--- src/rtl/key_debounce_pkg.sv ---
// Shared types and constants for the key debounce array.
// Optional long-press detection is compiled in with `define KEY_LONG_PRESS_EN.
package key_debounce_pkg;

  typedef enum logic [1:0] {
    ST_IDLE         = 2'd0,
    ST_PRESS_WAIT   = 2'd1,
    ST_DOWN         = 2'd2,
    ST_RELEASE_WAIT = 2'd3
  } ch_state_e;

  // Raw keys are active-low, so "released" is the safe synchronizer reset value.
  localparam logic SYNC_RST_VAL = 1'b1;

`ifdef KEY_LONG_PRESS_EN
  localparam bit LONG_PRESS_EN = 1'b1;
`else
  localparam bit LONG_PRESS_EN = 1'b0;
`endif

  function automatic int cnt_width(input int cnt_max, input int long_max);
    return LONG_PRESS_EN ? $clog2(long_max + 1) : $clog2(cnt_max + 1);
  endfunction

endpackage

--- src/rtl/key_debounce_ch.sv ---
// One debounce channel: 2-flop synchronizer, debounce FSM, registered event pulses.
// Long-press pulse generation present only with `define KEY_LONG_PRESS_EN.
//
// state           | meaning
// ST_IDLE         | key released and accepted as released
// ST_PRESS_WAIT   | key seen pressed, counting stable pressed cycles
// ST_DOWN         | key accepted as pressed (long-press timing when enabled)
// ST_RELEASE_WAIT | key seen released, counting stable released cycles
module key_debounce_ch
  import key_debounce_pkg::*;
#(
  parameter int CNT_MAX  = 1000000,
  parameter int LONG_MAX = 50000000
) (
  input  logic sys_clk,
  input  logic sys_rst_n,
  input  logic key_in_n,
  output logic key_level,
  output logic key_press,
  output logic key_release,
  output logic key_long
);

  localparam int            CW       = cnt_width(CNT_MAX, LONG_MAX);
  localparam logic [CW-1:0] CNT_LAST = CW'(CNT_MAX - 1);
  localparam logic [CW-1:0] CNT_ONE  = CW'(1);
  localparam logic [CW-1:0] CNT_SAT  = '1;

`ifdef KEY_LONG_PRESS_EN
  localparam logic [CW-1:0] LONG_LAST = CW'(LONG_MAX - 1);
  localparam logic [CW-1:0] LONG_SAT  = CW'(LONG_MAX);
  logic long_q, long_d;
  logic long_done_q, long_done_d;
`endif

  logic [1:0]    sync_q, sync_d;
  logic          key_sync_n;
  ch_state_e     state_q, state_d;
  logic [CW-1:0] cnt_q, cnt_d;
  logic          level_q, level_d;
  logic          press_q, press_d;
  logic          release_q, release_d;

  always_comb begin
    sync_d = {sync_q[0], key_in_n};
  end

  assign key_sync_n = sync_q[1];

  always_ff @(posedge sys_clk or negedge sys_rst_n) begin
    if (!sys_rst_n) begin
      state_q <= ST_IDLE;
    end else begin
      state_q <= state_d;
    end
  end

  always_comb begin
    state_d = state_q;
    case (state_q)
      ST_IDLE:         if (!key_sync_n) state_d = ST_PRESS_WAIT;
      ST_PRESS_WAIT:   if (key_sync_n) state_d = ST_IDLE;
                       else if (cnt_q == CNT_LAST) state_d = ST_DOWN;
      ST_DOWN:         if (key_sync_n) state_d = ST_RELEASE_WAIT;
      ST_RELEASE_WAIT: if (!key_sync_n) state_d = ST_DOWN;
                       else if (cnt_q == CNT_LAST) state_d = ST_IDLE;
      default:         state_d = ST_IDLE;
    endcase
  end

  always_comb begin
    cnt_d     = cnt_q;
    level_d   = level_q;
    press_d   = 1'b0;
    release_d = 1'b0;
`ifdef KEY_LONG_PRESS_EN
    long_d      = 1'b0;
    long_done_d = long_done_q;
`endif
    case (state_q)
      ST_IDLE: begin
        cnt_d = '0;
`ifdef KEY_LONG_PRESS_EN
        long_done_d = 1'b0;
`endif
      end
      ST_PRESS_WAIT: begin
        if (key_sync_n) begin
          cnt_d = '0;
        end else if (cnt_q == CNT_LAST) begin
          cnt_d   = '0;
          level_d = 1'b1;
          press_d = 1'b1;
        end else begin
          cnt_d = (cnt_q == CNT_SAT) ? cnt_q : cnt_q + CNT_ONE;
        end
      end
      // In DOWN the counter measures continuous hold time since acceptance.
      ST_DOWN: begin
        if (key_sync_n) begin
          cnt_d = '0;
        end
`ifdef KEY_LONG_PRESS_EN
        else if (cnt_q == LONG_LAST) begin
          cnt_d       = LONG_SAT;
          long_d      = !long_done_q;
          long_done_d = 1'b1;
        end else if (cnt_q != LONG_SAT) begin
          cnt_d = cnt_q + CNT_ONE;
        end
`endif
      end
      ST_RELEASE_WAIT: begin
        if (!key_sync_n) begin
          // The bounce-back edge already sees the key held, so it counts as one.
          cnt_d = CNT_ONE;
        end else if (cnt_q == CNT_LAST) begin
          cnt_d     = '0;
          level_d   = 1'b0;
          release_d = 1'b1;
        end else begin
          cnt_d = (cnt_q == CNT_SAT) ? cnt_q : cnt_q + CNT_ONE;
        end
      end
      default: cnt_d = '0;
    endcase
  end

  always_ff @(posedge sys_clk or negedge sys_rst_n) begin
    if (!sys_rst_n) begin
      sync_q    <= {2{SYNC_RST_VAL}};
      cnt_q     <= '0;
      level_q   <= 1'b0;
      press_q   <= 1'b0;
      release_q <= 1'b0;
    end else begin
      sync_q    <= sync_d;
      cnt_q     <= cnt_d;
      level_q   <= level_d;
      press_q   <= press_d;
      release_q <= release_d;
    end
  end

`ifdef KEY_LONG_PRESS_EN
  always_ff @(posedge sys_clk or negedge sys_rst_n) begin
    if (!sys_rst_n) begin
      long_q      <= 1'b0;
      long_done_q <= 1'b0;
    end else begin
      long_q      <= long_d;
      long_done_q <= long_done_d;
    end
  end
  assign key_long = long_q;
`else
  assign key_long = 1'b0;
`endif

  assign key_level   = level_q;
  assign key_press   = press_q;
  assign key_release = release_q;

endmodule

--- src/rtl/key_debounce_array.sv ---
// Array of independent debounced key channels with press/release/long-press pulses.
// Long-press support is enabled by `define KEY_LONG_PRESS_EN; otherwise key_long is 0.
module key_debounce_array
  import key_debounce_pkg::*;
#(
  parameter int N_KEYS   = 4,
  parameter int CNT_MAX  = 1000000,
  parameter int LONG_MAX = 50000000
) (
  input  logic              sys_clk,
  input  logic              sys_rst_n,
  input  logic [N_KEYS-1:0] key_in,
  output logic [N_KEYS-1:0] key_level,
  output logic [N_KEYS-1:0] key_press,
  output logic [N_KEYS-1:0] key_release,
  output logic [N_KEYS-1:0] key_long
);

  for (genvar i = 0; i < N_KEYS; i++) begin : g_ch
    key_debounce_ch #(
      .CNT_MAX  (CNT_MAX),
      .LONG_MAX (LONG_MAX)
    ) u_ch (
      .sys_clk     (sys_clk),
      .sys_rst_n   (sys_rst_n),
      .key_in_n    (key_in[i]),
      .key_level   (key_level[i]),
      .key_press   (key_press[i]),
      .key_release (key_release[i]),
      .key_long    (key_long[i])
    );
  end

endmodule

--- config.mk ---
export PLATFORM = sky130hd
export DESIGN_NAME = key_debounce_array
export DESIGN_NICKNAME = d
export VERILOG_FILES = /design/src/rtl/key_debounce_pkg.sv /design/src/rtl/key_debounce_ch.sv /design/src/rtl/key_debounce_array.sv
export SDC_FILE = /design/constraint.sdc
export NUM_CORES = 1
export LEC_CHECK = 0
export BUFFER_PORTS_ARGS = -buffer_cell sky130_fd_sc_hd__buf_4
export CAP_MARGIN = 10
export CORE_ASPECT_RATIO = 1.5
export CORE_UTILIZATION = 65
export DETAILED_ROUTE_END_ITERATION = 16
export PLACE_DENSITY = 0.83
export SYNTH_ARGS = -nofsm -noshare
export SYNTH_HDL_FRONTEND = slang
export SYNTH_SLANG_ARGS = --single-unit
--- constraint.sdc ---
create_clock -name sys_clk -period 4.8 [get_ports sys_clk]
set_input_delay 0.72 -clock sys_clk [delete_from_list [all_inputs] [get_ports sys_clk]]
set_output_delay 0.72 -clock sys_clk [all_outputs]
set_load 0.01 [all_outputs]
==> flow_metrics.env <==
export IMPL_htreeDepth=3
export IMPL_place_hpwl_mm=9.35
export IMPL_setup_viol=0
export IMPL_rsz0062_at_grt="no"
export IMPL_grt_overflow_total=0
export IMPL_areaGrowthSynthToFinish_pct=5.24
export IMPL_setup_ws_ps=2180
export IMPL_initial_core_util=0.671
export IMPL_grt_pass1_wl_mm=23.2
export IMPL_p_sw_w=0.000398
export IMPL_ctsResizeCount=0
export IMPL_grt_max_degree=64
export IMPL_postSynthRegisterBits=108
export IMPL_postSynthCellCount=681
export IMPL_yosysSeqAreaShare=0.437
export IMPL_switching_share=0.231
export IMPL_regArea_um2=2710
export IMPL_multi_input_area_um2=3140
export IMPL_internal_power_w=0.00132
export IMPL_die_y_um=122
export IMPL_ant_nets=0
export IMPL_grt_pass1_vias=5129
export IMPL_portBuffers=17
export IMPL_syn_area_um2=6210
export IMPL_combinationalPowerShare=0.047
export IMPL_power_density_nw_per_um2=264
export IMPL_synth_main_ff_cell="dfrtp_1"
export IMPL_viasPerCell=6.89
export IMPL_place_gp_congestion=0.922
export IMPL_cts_root_buffer="clkbuf_16"
export IMPL_synth_edf_count=0
export IMPL_fill_cells=683
export IMPL_rows=43
export IMPL_start_kind="flop"
export IMPL_cts_buffer_depth=2
export IMPL_hold_violations=0
export IMPL_worst_pin_slew_ps=1080
export IMPL_clock_power_share=0.409
export IMPL_seq_power_share=0.544
export IMPL_clock_latency_ps=360
export IMPL_num_nets_final=680
export IMPL_fin_crit_sh=0.547
export IMPL_layout_min_cycle_time_ps=2620
export IMPL_antenna_found_initial=0
export IMPL_yosysWarnings=0
export IMPL_avgSynthCellArea_um2=9.12
export IMPL_vdd_drop_max_mv=0.225
export IMPL_endpoint_kind="flop"
export IMPL_num_vias=5416
export IMPL_r2r_slack_ps=2180
export IMPL_drc=0
export IMPL_drt_total_wl_mm=13.9
export IMPL_drive_above_1_share=0.105
export IMPL_wire_per_inst_um=17.6
export IMPL_slew_headroom=0.274
export IMPL_diodes=0
export IMPL_ios=22
export IMPL_cts_inserted_buffers=9
export IMPL_cts_sinks=108
export IMPL_worst_setup_path_type="flop to flop"
export IMPL_power_leakage_nw=2.65
export IMPL_dieWidth_um=81.8
export IMPL_maxCapViolCount=0
export IMPL_finClkSkew_ps=6.67
export IMPL_synthArstFlopShare=1.00
export IMPL_cts_clk_slew_worst_paths_ps=70
export IMPL_fmax_ghz=0.381
export IMPL_track_usage=0.299
export IMPL_arrival_ps=2820
export IMPL_required_ps=5000
export IMPL_die_area_um2=9950
export IMPL_report_final_slew_viol_count=0
export IMPL_place_ws_ps=2260
export IMPL_post_cts_buffers=0
export IMPL_hold_class="flop to flop"
export IMPL_core_um2=9250
export IMPL_place_inst=771
export IMPL_drt_iter0_markers=529
export IMPL_outcome="completed"
export IMPL_setup_tns_ps=0
export IMPL_tritoncts="built"
export IMPL_ctsHoldBuffers=0
export IMPL_stdcell_count=786
export IMPL_drt_first_pass_iters=5
export IMPL_yosysUniqueCellTypes=77
export IMPL_fin_hold_ws_ps=351
export IMPL_crit_path_max_fanout=16
sequential cells by signal, indices dropped and copies added, names as in the netlist, named ones only:
signal / flops
g_ch.u_ch.key_press: 4
g_ch.u_ch.state_q: 4
g_ch.u_ch.sync_q: 8
g_ch.u_ch.cnt_q: 80
g_ch.u_ch.key_release: 4
g_ch.u_ch.key_level: 4
cells in the mapped netlist, drive strengths merged (3+ instances only):
library cell    n  area, µm²
nand2b          4       25.0
xor2            3       26.3
or4             4       33.8
and3           19        119
a21oi          58        290
a211o           4       35.0
o21ai          43        215
a31o            7       61.3
a31oi          40        250
nand2          41        154
inv            32        120
buf            25        174
a21o           19        143
a22o            3       26.3
and2            6       37.5
dfrtp         100       2500
a41oi          15        131
dfstp           8        210
o211ai          6       45.0
xnor2           4       35.0
or3             9       61.3
nor2b           6       37.5
ha              4       50.1
nor4           11        103
or2             6       37.5
o31ai           4       43.8
clkbuf         19       72.6
and4           11       96.3
nand3          43        215
nor2           33        126
mux2i           3       30.0
o2bb2ai         5       43.8
nor3           26        140
o311ai          4       60.1
nand4          20        131
o21bai          4       30.0
or4b            4       43.8
power groups by stage:
stage | logic, W | clock network [W] | registers (W)
floorplan | 0.0000542 | 0 | 0.000950
global placement | 0.0000781 | 0 | 0.000953
detailed placement | 0.0000808 | 0 | 0.000954
CTS | 0.0000809 | 0.000718 | 0.000937
global route | 0.0000919 | 0.000748 | 0.000939
finish | 0.0000803 | 0.000705 | 0.000938
logic make-up after synthesis:
kind of cell,Yosys count,share of synthesized area
AO/OA/AOI/OAI,235,0.256
XOR/XNOR,7,0.00988
adder cells (fa/ha/maj),4,0.00806
buffers and inverters,76,0.0590
flip-flops,108,0.437
multiplexers,3,0.00484
other,1,0.000604
AND/OR/NAND/NOR,247,0.224
cells in the final DEF (no fill, tap or decap), types with 4 or more instances in the layout:
cell / netlist / final
or2_2: 4 / 4
nand2b_1: 4 / 4
nor4_1: 7 / 7
and4_1: 11 / 11
o21ai_0: 37 / 37
nand3_1: 43 / 43
o21ai_1: 6 / 6
conb_1: 1 / 4
a31o_2: 6 / 6
or3_1: 8 / 8
nor2b_1: 6 / 6
o211ai_1: 6 / 6
dfstp_2: 8 / 8
ha_1: 4 / 4
a41oi_1: 15 / 15
and2_1: 4 / 4
buf_4: 17 / 19
inv_1: 32 / 32
o21bai_1: 4 / 4
nand2_1: 41 / 41
a211o_1: 4 / 4
nor2_1: 32 / 32
a31oi_1: 40 / 40
dfrtp_1: 100 / 100
xnor2_1: 4 / 4
o2bb2ai_1: 5 / 5
and3_1: 19 / 19
nor3_1: 24 / 24
a21o_1: 19 / 19
a21oi_1: 58 / 58
clkbuf_16: 0 / 9
nand4_1: 19 / 19
stage by stage:
step / instance area, µm² / total power [W] / util
5_1_grt: 6530 / 0.00178 / 0.706
3_3_place_gp: 6260 / 0.00103 / 0.676
4_1_cts: 6530 / 0.00174 / 0.706
6_report: 6530 / 0.00172 / 0.706
2_1_floorplan: 6220 / 0.00100 / -
3_5_place_dp: 6260 / 0.00104 / 0.676
layer usage:
| metal | GRT usage | share of wire | vias up |
|---|---|---|---|
| met5 | 0 | 0 | - |
| met4 | 0.148 | 0.027 | 0 |
| met3 | 0.0584 | 0.045 | 36 |
| met2 | 0.488 | 0.50 | 189 |
| met1 | 0.372 | 0.42 | 2633 |
| li1 | - | - | 2558 |
layout make-up:
type                    count  area share
flip-flops and latches    108       0.415
multi-input cells         500       0.481
clock inverters             4     0.00383
inverters                  32      0.0184
clock buffers              11      0.0387
repair buffers             19      0.0218
well taps                 112      0.0214
path summary, 6_finish.rpt:
kind | from | to | depth (start not counted)
worst max-delay path | g_ch[3].u_ch.cnt_q[0]$_DFFE_PN0N_ | g_ch[3].u_ch.cnt_q[19]$_DFFE_PN0N_ | 6
worst min-delay path | g_ch[1].u_ch.sync_q[0]$_DFF_PN1_ | g_ch[1].u_ch.sync_q[1]$_DFF_PN1_ | 0
worst max register to register | g_ch[3].u_ch.cnt_q[0]$_DFFE_PN0N_ | g_ch[3].u_ch.cnt_q[19]$_DFFE_PN0N_ | 6
worst min register to register | g_ch[1].u_ch.sync_q[0]$_DFF_PN1_ | g_ch[1].u_ch.sync_q[1]$_DFF_PN1_ | 0
max in group asynchronous | sys_rst_n | g_ch[1].u_ch.sync_q[0]$_DFF_PN1_ | 2
min in group asynchronous | sys_rst_n | g_ch[1].u_ch.key_level$_DFFE_PN0P_ | 1
critical path, stage by stage (launching register included):
cell and delay, ps:
dfrtp_1 430, ha_1 270, and4_1 310, nand2_1 140, o311ai_2 940, o21ai_0 220, o2bb2ai_1 170
Note: power is estimated with default switching activity, not from simulation.
